<file path="config.mk">
export PLATFORM = sky130hd
export DESIGN_NAME = histogram_seq_ctrl
export DESIGN_NICKNAME = d
export VERILOG_FILES = /design/src/rtl/histogram_pkg.sv /design/src/rtl/histogram_wdog.sv /design/src/rtl/histogram_seq_ctrl.sv
export SDC_FILE = /design/constraint.sdc
export NUM_CORES = 1
export LEC_CHECK = 0
export BUFFER_PORTS_ARGS = -buffer_cell sky130_fd_sc_hd__buf_4
export CORE_MARGIN = 2
export CORE_UTILIZATION = 50
export CTS_BUF_LIST = sky130_fd_sc_hd__clkbuf_2 sky130_fd_sc_hd__clkbuf_4 sky130_fd_sc_hd__clkbuf_8
export DETAILED_ROUTE_END_ITERATION = 10
export PLACE_DENSITY_LB_ADDON = 0.08
export SLEW_MARGIN = 20
export SYNTH_ARGS = -nofsm -noshare
export SYNTH_HDL_FRONTEND = slang
export SYNTH_SLANG_ARGS = --single-unit
</file>
<file path="constraint.sdc">
create_clock -name aclk -period 3.6 [get_ports aclk]
set_input_delay 0.54 -clock aclk [delete_from_list [all_inputs] [get_ports aclk]]
set_output_delay 0.54 -clock aclk [all_outputs]
set_load 0.1 [all_outputs]
</file>
<file path="src/rtl/histogram_pkg.sv">
// Shared definitions for the histogram sequencing controller.
package histogram_pkg;

  localparam int unsigned StateW = 3;

  typedef enum logic [StateW-1:0] {
    StIdle  = 3'd0,
    StClear = 3'd1,
    StRx    = 3'd2,
    StDrain = 3'd3,
    StDone  = 3'd4,
    StErr   = 3'd5
  } state_e;

  // States in which a frame is in progress.
  function automatic logic is_busy(state_e st);
    return (st == StClear) || (st == StRx) || (st == StDrain) || (st == StDone);
  endfunction

endpackage

</file>
<file path="src/rtl/histogram_wdog.sv">
// Down-counting watchdog: expires on the P_TO-th enabled cycle after a load.
module histogram_wdog #(
  parameter int unsigned P_TO = 1024
) (
  input  logic clk_i,
  input  logic rst_i,
  input  logic load_i,
  input  logic en_i,
  output logic expire_o
);

  localparam int unsigned CntW = $clog2(P_TO + 1);

  logic [CntW-1:0] cnt_q, cnt_d;

  // Load takes priority; otherwise count down while enabled, saturating at zero.
  always_comb begin
    cnt_d = cnt_q;
    if (load_i) begin
      cnt_d = CntW'(P_TO);
    end else if (en_i && (cnt_q != '0)) begin
      cnt_d = cnt_q - CntW'(1);
    end
  end

  // Counter register.
  always_ff @(posedge clk_i) begin
    if (rst_i) begin
      cnt_q <= '0;
    end else begin
      cnt_q <= cnt_d;
    end
  end

  assign expire_o = en_i && !load_i && (cnt_q == CntW'(1));

endmodule

</file>
<file path="src/rtl/histogram_seq_ctrl.sv">
// Frame sequencer for a histogram engine: clears bins, gates the input stream,
// waits for the result drain and reports completion and error conditions.
module histogram_seq_ctrl
  import histogram_pkg::*;
#(
  parameter int unsigned P_NUM_BIN = 8,
  parameter int unsigned P_LEN_W   = 16,
  parameter int unsigned P_TO      = 1024,
  localparam int unsigned AddrW    = (P_NUM_BIN > 1) ? $clog2(P_NUM_BIN) : 1
) (
  input  logic               aclk,
  input  logic               areset,
  input  logic               cfg_start,
  input  logic               cfg_abort,
  input  logic               cfg_auto,
  input  logic               cfg_irq_en,
  input  logic [P_LEN_W-1:0] cfg_frame_len,
  input  logic               rx_beat,
  input  logic               rx_last,
  input  logic               tx_beat,
  input  logic               tx_last,
  input  logic               irq_ack,
  input  logic               err_clr,
  output logic               rx_enable,
  output logic               clr_en,
  output logic [AddrW-1:0]   clr_addr,
  output logic               busy,
  output logic [StateW-1:0]  state,
  output logic [15:0]        frame_cnt,
  output logic               err_short,
  output logic               err_long,
  output logic               err_cfg,
  output logic               err_to,
  output logic               irq
);

  localparam logic [AddrW-1:0] LastAddr = AddrW'(P_NUM_BIN - 1);

  state_e             state_q, state_d;
  logic [P_LEN_W-1:0] len_q, len_d;
  logic               auto_q, auto_d;
  logic               irq_en_q, irq_en_d;
  logic [P_LEN_W-1:0] beat_cnt_q, beat_cnt_d;
  logic [AddrW-1:0]   clr_addr_q, clr_addr_d;
  logic               clr_en_q, clr_en_d;
  logic               rx_enable_q, rx_enable_d;
  logic               busy_q, busy_d;
  logic [15:0]        frame_cnt_q, frame_cnt_d;
  logic               err_short_q, err_short_d;
  logic               err_long_q, err_long_d;
  logic               err_cfg_q, err_cfg_d;
  logic               err_to_q, err_to_d;
  logic               irq_q, irq_d;
  logic               irq_set;
  logic               wdog_load;
  logic               wdog_expire;
  logic [P_LEN_W:0]   beat_next;
  logic               abort_hit;

  assign beat_next = {1'b0, beat_cnt_q} + {{P_LEN_W{1'b0}}, 1'b1};
  assign abort_hit = cfg_abort && (state_q != StIdle) && (state_q != StErr);

  histogram_wdog #(
    .P_TO (P_TO)
  ) u_wdog (
    .clk_i    (aclk),
    .rst_i    (areset),
    .load_i   (wdog_load),
    .en_i     (state_q == StDrain),
    .expire_o (wdog_expire)
  );

  // Next-state, counters, sticky flags and registered-output precomputation.
  always_comb begin
    state_d     = state_q;
    len_d       = len_q;
    auto_d      = auto_q;
    irq_en_d    = irq_en_q;
    beat_cnt_d  = beat_cnt_q;
    clr_addr_d  = '0;
    frame_cnt_d = frame_cnt_q;
    err_short_d = err_short_q;
    err_long_d  = err_long_q;
    err_cfg_d   = err_cfg_q;
    err_to_d    = err_to_q;
    irq_set     = 1'b0;
    wdog_load   = 1'b0;

    unique case (state_q)
      StIdle: begin
        // Abort outranks start even though abort has nothing to cancel here.
        if (cfg_start && !cfg_abort) begin
          len_d    = cfg_frame_len;
          auto_d   = cfg_auto;
          irq_en_d = cfg_irq_en;
          if (cfg_frame_len == '0) begin
            state_d   = StErr;
            err_cfg_d = 1'b1;
          end else begin
            state_d = StClear;
          end
        end
      end
      StClear: begin
        clr_addr_d = clr_addr_q + AddrW'(1);
        beat_cnt_d = '0;
        if (clr_addr_q == LastAddr) begin
          state_d = StRx;
        end
      end
      StRx: begin
        if (rx_beat) begin
          if (rx_last) begin
            state_d   = StDrain;
            wdog_load = 1'b1;
            if (beat_next < {1'b0, len_q}) begin
              err_short_d = 1'b1;
            end
          end else if (beat_next == {1'b0, len_q}) begin
            state_d    = StDrain;
            wdog_load  = 1'b1;
            err_long_d = 1'b1;
          end else begin
            beat_cnt_d = beat_next[P_LEN_W-1:0];
          end
        end
      end
      StDrain: begin
        if (tx_beat && tx_last) begin
          state_d     = StDone;
          frame_cnt_d = frame_cnt_q + 16'd1;
          irq_set     = irq_en_q;
        end else if (wdog_expire) begin
          state_d  = StErr;
          err_to_d = 1'b1;
        end
      end
      StDone: begin
        state_d = auto_q ? StClear : StIdle;
      end
      StErr: begin
        if (err_clr) begin
          state_d     = StIdle;
          err_short_d = 1'b0;
          err_long_d  = 1'b0;
          err_cfg_d   = 1'b0;
          err_to_d    = 1'b0;
        end
      end
      default: begin
        state_d = StIdle;
      end
    endcase

    // Abort discards whatever the current cycle would have recorded.
    if (abort_hit) begin
      state_d     = StIdle;
      frame_cnt_d = frame_cnt_q;
      err_short_d = err_short_q;
      err_long_d  = err_long_q;
      err_to_d    = err_to_q;
      irq_set     = 1'b0;
      wdog_load   = 1'b0;
    end

    if (state_d != StClear) begin
      clr_addr_d = '0;
    end

    // A new interrupt beats a simultaneous acknowledge.
    irq_d       = irq_set | (irq_q & ~irq_ack);
    clr_en_d    = (state_d == StClear);
    rx_enable_d = (state_d == StRx);
    busy_d      = is_busy(state_d);
  end

  // State and output registers with synchronous reset.
  always_ff @(posedge aclk) begin
    if (areset) begin
      state_q     <= StIdle;
      len_q       <= '0;
      auto_q      <= 1'b0;
      irq_en_q    <= 1'b0;
      beat_cnt_q  <= '0;
      clr_addr_q  <= '0;
      clr_en_q    <= 1'b0;
      rx_enable_q <= 1'b0;
      busy_q      <= 1'b0;
      frame_cnt_q <= '0;
      err_short_q <= 1'b0;
      err_long_q  <= 1'b0;
      err_cfg_q   <= 1'b0;
      err_to_q    <= 1'b0;
      irq_q       <= 1'b0;
    end else begin
      state_q     <= state_d;
      len_q       <= len_d;
      auto_q      <= auto_d;
      irq_en_q    <= irq_en_d;
      beat_cnt_q  <= beat_cnt_d;
      clr_addr_q  <= clr_addr_d;
      clr_en_q    <= clr_en_d;
      rx_enable_q <= rx_enable_d;
      busy_q      <= busy_d;
      frame_cnt_q <= frame_cnt_d;
      err_short_q <= err_short_d;
      err_long_q  <= err_long_d;
      err_cfg_q   <= err_cfg_d;
      err_to_q    <= err_to_d;
      irq_q       <= irq_d;
    end
  end

  assign state     = state_q;
  assign rx_enable = rx_enable_q;
  assign clr_en    = clr_en_q;
  assign clr_addr  = clr_addr_q;
  assign busy      = busy_q;
  assign frame_cnt = frame_cnt_q;
  assign err_short = err_short_q;
  assign err_long  = err_long_q;
  assign err_cfg   = err_cfg_q;
  assign err_to    = err_to_q;
  assign irq       = irq_q;

endmodule

</file>
Yosys cells after proc, flatten, opt, wreduce, memory -nomap -nowiden --
Cells that the tools add are included.
Word-level totals: output and inout port bits 30, logic and storage cells 123, register bits after elaboration 75
Cells by class: equality and inequality tests 25, mux-type cells 41, reductions and logical operators 30, bitwise operators 5, add/sub/neg operators 4, magnitude comparators 1
Operator list (count):
- 16-bit two-way mux | 3
- 16-bit case mux with 2 select lines | 1
- 3-bit two-way mux | 10
- 11-bit two-way mux | 2
- 2-bit != test, second input constant | 11
- 1-bit two-way mux | 20
- 3-bit case mux with 6 select lines | 1
- 16-bit by 1-bit adder with 17-bit output, second input constant | 1
- 17-bit by 16-bit == test with 1-bit output | 1
- 17-bit by 16-bit less-than comparator with 1-bit output | 1
- 16-bit by 1-bit adder with 16-bit output, second input constant | 1
- 16-bit zero test | 1
- 3-bit by 2-bit == test with 1-bit output, second input constant | 4
- 3-bit == test, second input constant | 4
- 6-bit AND reduction | 2
- 11-bit by 1-bit == test with 1-bit output, second input constant | 1
- 11-bit nonzero test | 1
- 11-bit by 1-bit subtractor with 11-bit output, second input constant | 1
- 2-bit nonzero test | 5
- 1-bit case mux with 2 select lines | 4
- 4-bit AND reduction | 2
- 1-bit logical AND | 7
- 3-bit by 1-bit == test with 1-bit output, second input constant | 2
- 5-bit AND reduction | 1
- other kinds (14) | 19

Longest topological paths before layout --
word-level depth 18, mapped depth 14

By module --
A second synthesis with hierarchy kept.
Unflattened totals: cell total of the unflattened synthesis 495, area total of the unflattened synthesis 4096.4 um^2
Modules (own cells, without submodules):
- histogram_seq_ctrl | cells each 427, area each 3495.9 um^2, times used 1
- histogram_wdog | cells each 68, area each 600.6 um^2, times used 1

Worst setup path after synthesis --
Ideal clock, no wire load.
kind flip-flop to flip-flop, from register beat_cnt_q[2], to register beat_cnt_q[4], data arrival time 3.194 ns, setup time 0.117 ns, setup slack 0.290 ns, path buffers 2, clock period less this slack 3.310 ns, data required time 3.483 ns, stages on the path, launching flop included 15, cell sequence dfxtp_1 nand3_1 or2_2 clkbuf_1 nor2_2 nand3_1 xnor2_1 ha_1 nand4_1 or4_1 a21oi_2 nor4_1 buf_2 a21o_1 a22o_1
Between the ends: longest elaborated chain between the ends 5
Ends and longest elaborated chain:
- from (decl) | RTL line histogram_seq_ctrl.sv:43 | logic [P_LEN_W-1:0] beat_cnt_q, beat_cnt_d;
- from (signal assigned) | RTL line histogram_seq_ctrl.sv:200 | beat_cnt_q <= beat_cnt_d;
- 16-bit by 1-bit adder with 17-bit output * | RTL line histogram_seq_ctrl.sv:60 | assign beat_next = {1'b0, beat_cnt_q} + {{P_LEN_W{1'b0}}, 1'b1};
- parallel branches: the longest is 4 deep, another holds 17-bit by 16-bit == test with 1-bit output
Every way passes the cells marked *. The select of a mux whose other input is x is not followed. A chain may end at the register's enable or synchronous reset.

Final worst setup path --
from register beat_cnt_q[4], to register beat_cnt_q[13]
The elaborated chain is that of the path after synthesis.

==> metrics.md <==
| Metric | Value |
|---|---|
| Status | `finished, final reports clean` |
| Die Wd | `92.3 µm` |
| Final critical-path share of the clock period | `94.6%` |
| Area contributors post-synth | `dfxtp_1 39%, nor2_1 7.7%, ha_1 7.1%` |
| Final Hold Fails | `0` |
| Share of cells above drive strength 1 | `18.7%` |
| Distinct cells, synth | `between 50 and 60` |
| Routed vias/inst | `about 5.3` |
| FF+latch count, synth | `between 70 and 80` |
| PwrDens | `387 nW/µm²` |
| Initial antenna violation count | `0` |
| Type of origin of the critical path | `register` |
| Ant. Diodes | `0` |
| Worst-path fanout max | `12` |
| CTS buffer count | `9` |
| Rel. slew slack | `between 50% and 60%` |
| Fin area | `4740 µm²` |
| Comb pwr share | `13.0%` |
| Syn-to-layout area delta | `21.7%` |
| Asr flop ratio synth | `0%` |
| Yosys warning total | `0` |
| Die Height | `92.3 µm` |
| Leakage | `1.94 nW` |
| Reg-to-reg endpoint | `beat_cnt_q[13]` |
| Worst path depth | `13` |
| Clock Sinks | `75` |
| Sequential share of the synthesized area | `around 39%` |
| Post-layout util | `between 60% and 70%` |
| Final-report max-slew violation count | `0` |
| Initial DRT Pass Iterations | `4` |
| CTS Buffer Depth | `2` |
| First-pass GRT wire length | `14.9 mm` |
| Final Routed Wirelength | `about 8.9 mm` |
| Post-synth EDFFs | `0` |
| Leading area contributor after synthesis | `dfxtp_1` |
| Buffers plus inverters on the worst setup path | `1` |
| Syn avg cell area | `8.23 µm²` |
| Worst setup endpoint | `beat_cnt_q[13]` |
| Switching share of power | `27.8%` |
| Tmin final | `3.41 ns` |
| Synthesized area | `3890 µm²` |
| Net Sw Power | `0.509 mW` |
| Syn Inst Count | `~470` |
| Biggest cell delay along the critical path | `0.55 ns` |
| Iter 0 DRT Violations | `136` |
| Total GRT Usage | `22.0%` |
| Hold_ws | `between 0.4 and 0.5 ns` |
| Area of the multi-input gates | `roughly 2300 µm²` |
| Worst-Skew Late Latency | `0.35 ns` |
| Critical path class | `register to register` |
| Cell-internal power | `1.32 mW` |
| Finished Layout Cells | `642` |
| Crit path from | `beat_cnt_q[4]` |
| H-Tree Level Count | `3` |
| Clock skew | `about 0.018 ns` |
| Commonest register cell after synthesis | `dfxtp_1` |
| Starting Density | `50.9%` |
| Core Area | `7650 µm²` |
| Clk slew on worst S/H paths | `0.09 ns` |
| CTS tree | `built` |
| Reg2reg setup slack | `0.19 ns` |
| Crit path DAT | `3.66 ns` |
| CP endpoint kind | `register` |
| Hold WC Path Type | `input pin to register` |
| R2r worst-path depth | `13` |
| Critical R2R Launch | `beat_cnt_q[4]` |
| Remaining routing DRC violations | `0` |
| Critical Path Slowest Stage Cell | `or4_1` |
| Grt ovf | `0` |
| Largest net degree at the start of global routing | `50` |
| Most frequent cells in the layout | `80 x nor2_1, 71 x dfxtp_1, 69 x buf_4, 41 x a21oi_1, 28 x inv_1` |
| Vias | `between 3000 and 4000` |
| DR WL/cell | `13.9 µm` |
| FF+latch area | `1510 µm²` |
| Port buffer count | `57` |
| Yosys top cell area share | `roughly two fifths` |
| F_max | `0.293 GHz` |
| Crit path cell chain | `nand3_2 -> or2_2 -> nor2_4 -> nand3_1 -> xnor2_1 -> ha_1 -> nand4_1 -> or4_1 -> a21oi_4 -> o31a_1 -> buf_4 -> a21oi_1 -> mux2i_1` |
| Largest delay share family, worst path | `simple AND/OR/NAND/NOR gates` |
| Max_cap viols | `0` |
| DP Wirelength | `6.43 mm` |
| Sequential power share | `47.0%` |
| Die area | `~8500 µm²` |
| Final RePlAce weighted congestion | `0.882` |
| Syn nets | `523` |
| Clk pwr share | `roughly two fifths` |
| CTS Root Cell | `clkbuf_8` |
| Critical Path RT | `roughly 3.9 ns` |
| Tot Pwr | `1.83 mW` |
| Vias in the first global route | `roughly 3100` |
| Core Rows | `32` |
| Fillcell total | `between 600 and 700` |
| Peak supply drop | `0.000228 V` |
| Cell area after placement | `4430 µm²` |
| Placed Cells | `620` |
| Worst-Margin Slew | `0.663 ns` |
| Most common cell after layout, fill and taps aside | `nor2_1` |
| Nets | `585` |
| Ports | `58` |
| Final setup violation count | `0` |
| Antenna-violating nets left | `0` |
## repair_timing
| item | 4_1_cts | 5_1_grt |
|---|---|---|
| endpoints found under the setup margin | 1 | 33 |
| resized for setup | 2 | 8 |
| hold buffers | 0 | 0 |
| pin swaps | 0 | 3 |
| setup buffers | 0 | 6 |
## cell families after synthesis
family                   Yosys count  synth area share [%]
flip-flops                        75                  38.5
buffers and inverters             46                  4.53
AND/OR/NAND/NOR                  204                  26.5
multiplexers                      11                  2.86
AO/OA/AOI/OAI                     79                  12.4
XOR/XNOR                          36                  8.10
adder cells (fa/ha/maj)           22                  7.07
## Yosys cell counts (all sizes together), types with 9 or more instances
cell type and n:
nor3 9, clkbuf 12, inv 28, nand2b 9, xor2 15, dfxtp 75, mux2i 10, nand2 23
nor2 81, xnor2 21, o21ai 10, a21oi 42, nand3 21, nor4 13, ha 22, nand4 10
## worst min-delay path by stage
stage	slack [ns]	startpoint	to	cells after the start
final	0.42	cfg_frame_len[4]	len_q[4]	3
after global routing	0.41	cfg_frame_len[4]	len_q[4]	3
after CTS	0.41	cfg_frame_len[4]	len_q[4]	3
after detailed placement	0.47	err_to	err_to	2
after global placement	0.45	clr_addr[0]	clr_addr[0]	1
after floorplan	0.44	auto_q	auto_q	2
## power by group through the flow
stage | sequential (mW) | combinational (mW) | clock [mW]
after global routing | 0.863 | 0.259 | 0.781
after detailed placement | 0.880 | 0.234 | 0
after CTS | 0.861 | 0.236 | 0.749
after floorplan | 0.927 | 0.114 | 0
after global placement | 0.880 | 0.231 | 0
final | 0.861 | 0.239 | 0.733
## layer usage
layer	GRT usage (%)	up-vias	wire [µm]
met2	31.9	72	3730
met5	0	-	0
met1	32.3	1555	4690
met3	4.03	11	379
li1	-	1773	-
met4	8.21	0	135
## sequential cells by signal, indices dropped and copies added (netlist names), 3 cells and up
name and flops:
clr_addr 3, state 3, beat_cnt_q 16, u_wdog.cnt_q 11, len_q 16, frame_cnt 16
## metrics by stage
step / TNS [ns] / setup WS (ns)
2_1_floorplan: 0 / 0.290
6_report: 0 / 0.193
3_5_place_dp: 0 / 0.0205
3_3_place_gp: 0 / 0.119
5_1_grt: -0.0122 / -0.0122
4_1_cts: 0 / 0.0421
## cell type report
cell class	count	area share [%]
clock buffer	9	2.61
timing repair buffer	69	10.9
multi-input combinational	352	47.7
tap	102	2.69
clock inverter	7	2.09
inverter	28	2.22
sequential	75	31.8
## worst min-delay path: cells and delay by family
kind,cells,cell delay (ns)
buffers and inverters,1,0.08
AND/OR/NAND/NOR,1,0.07
AO/OA/AOI/OAI,1,0.05
Power figures use the tool's default switching activity.
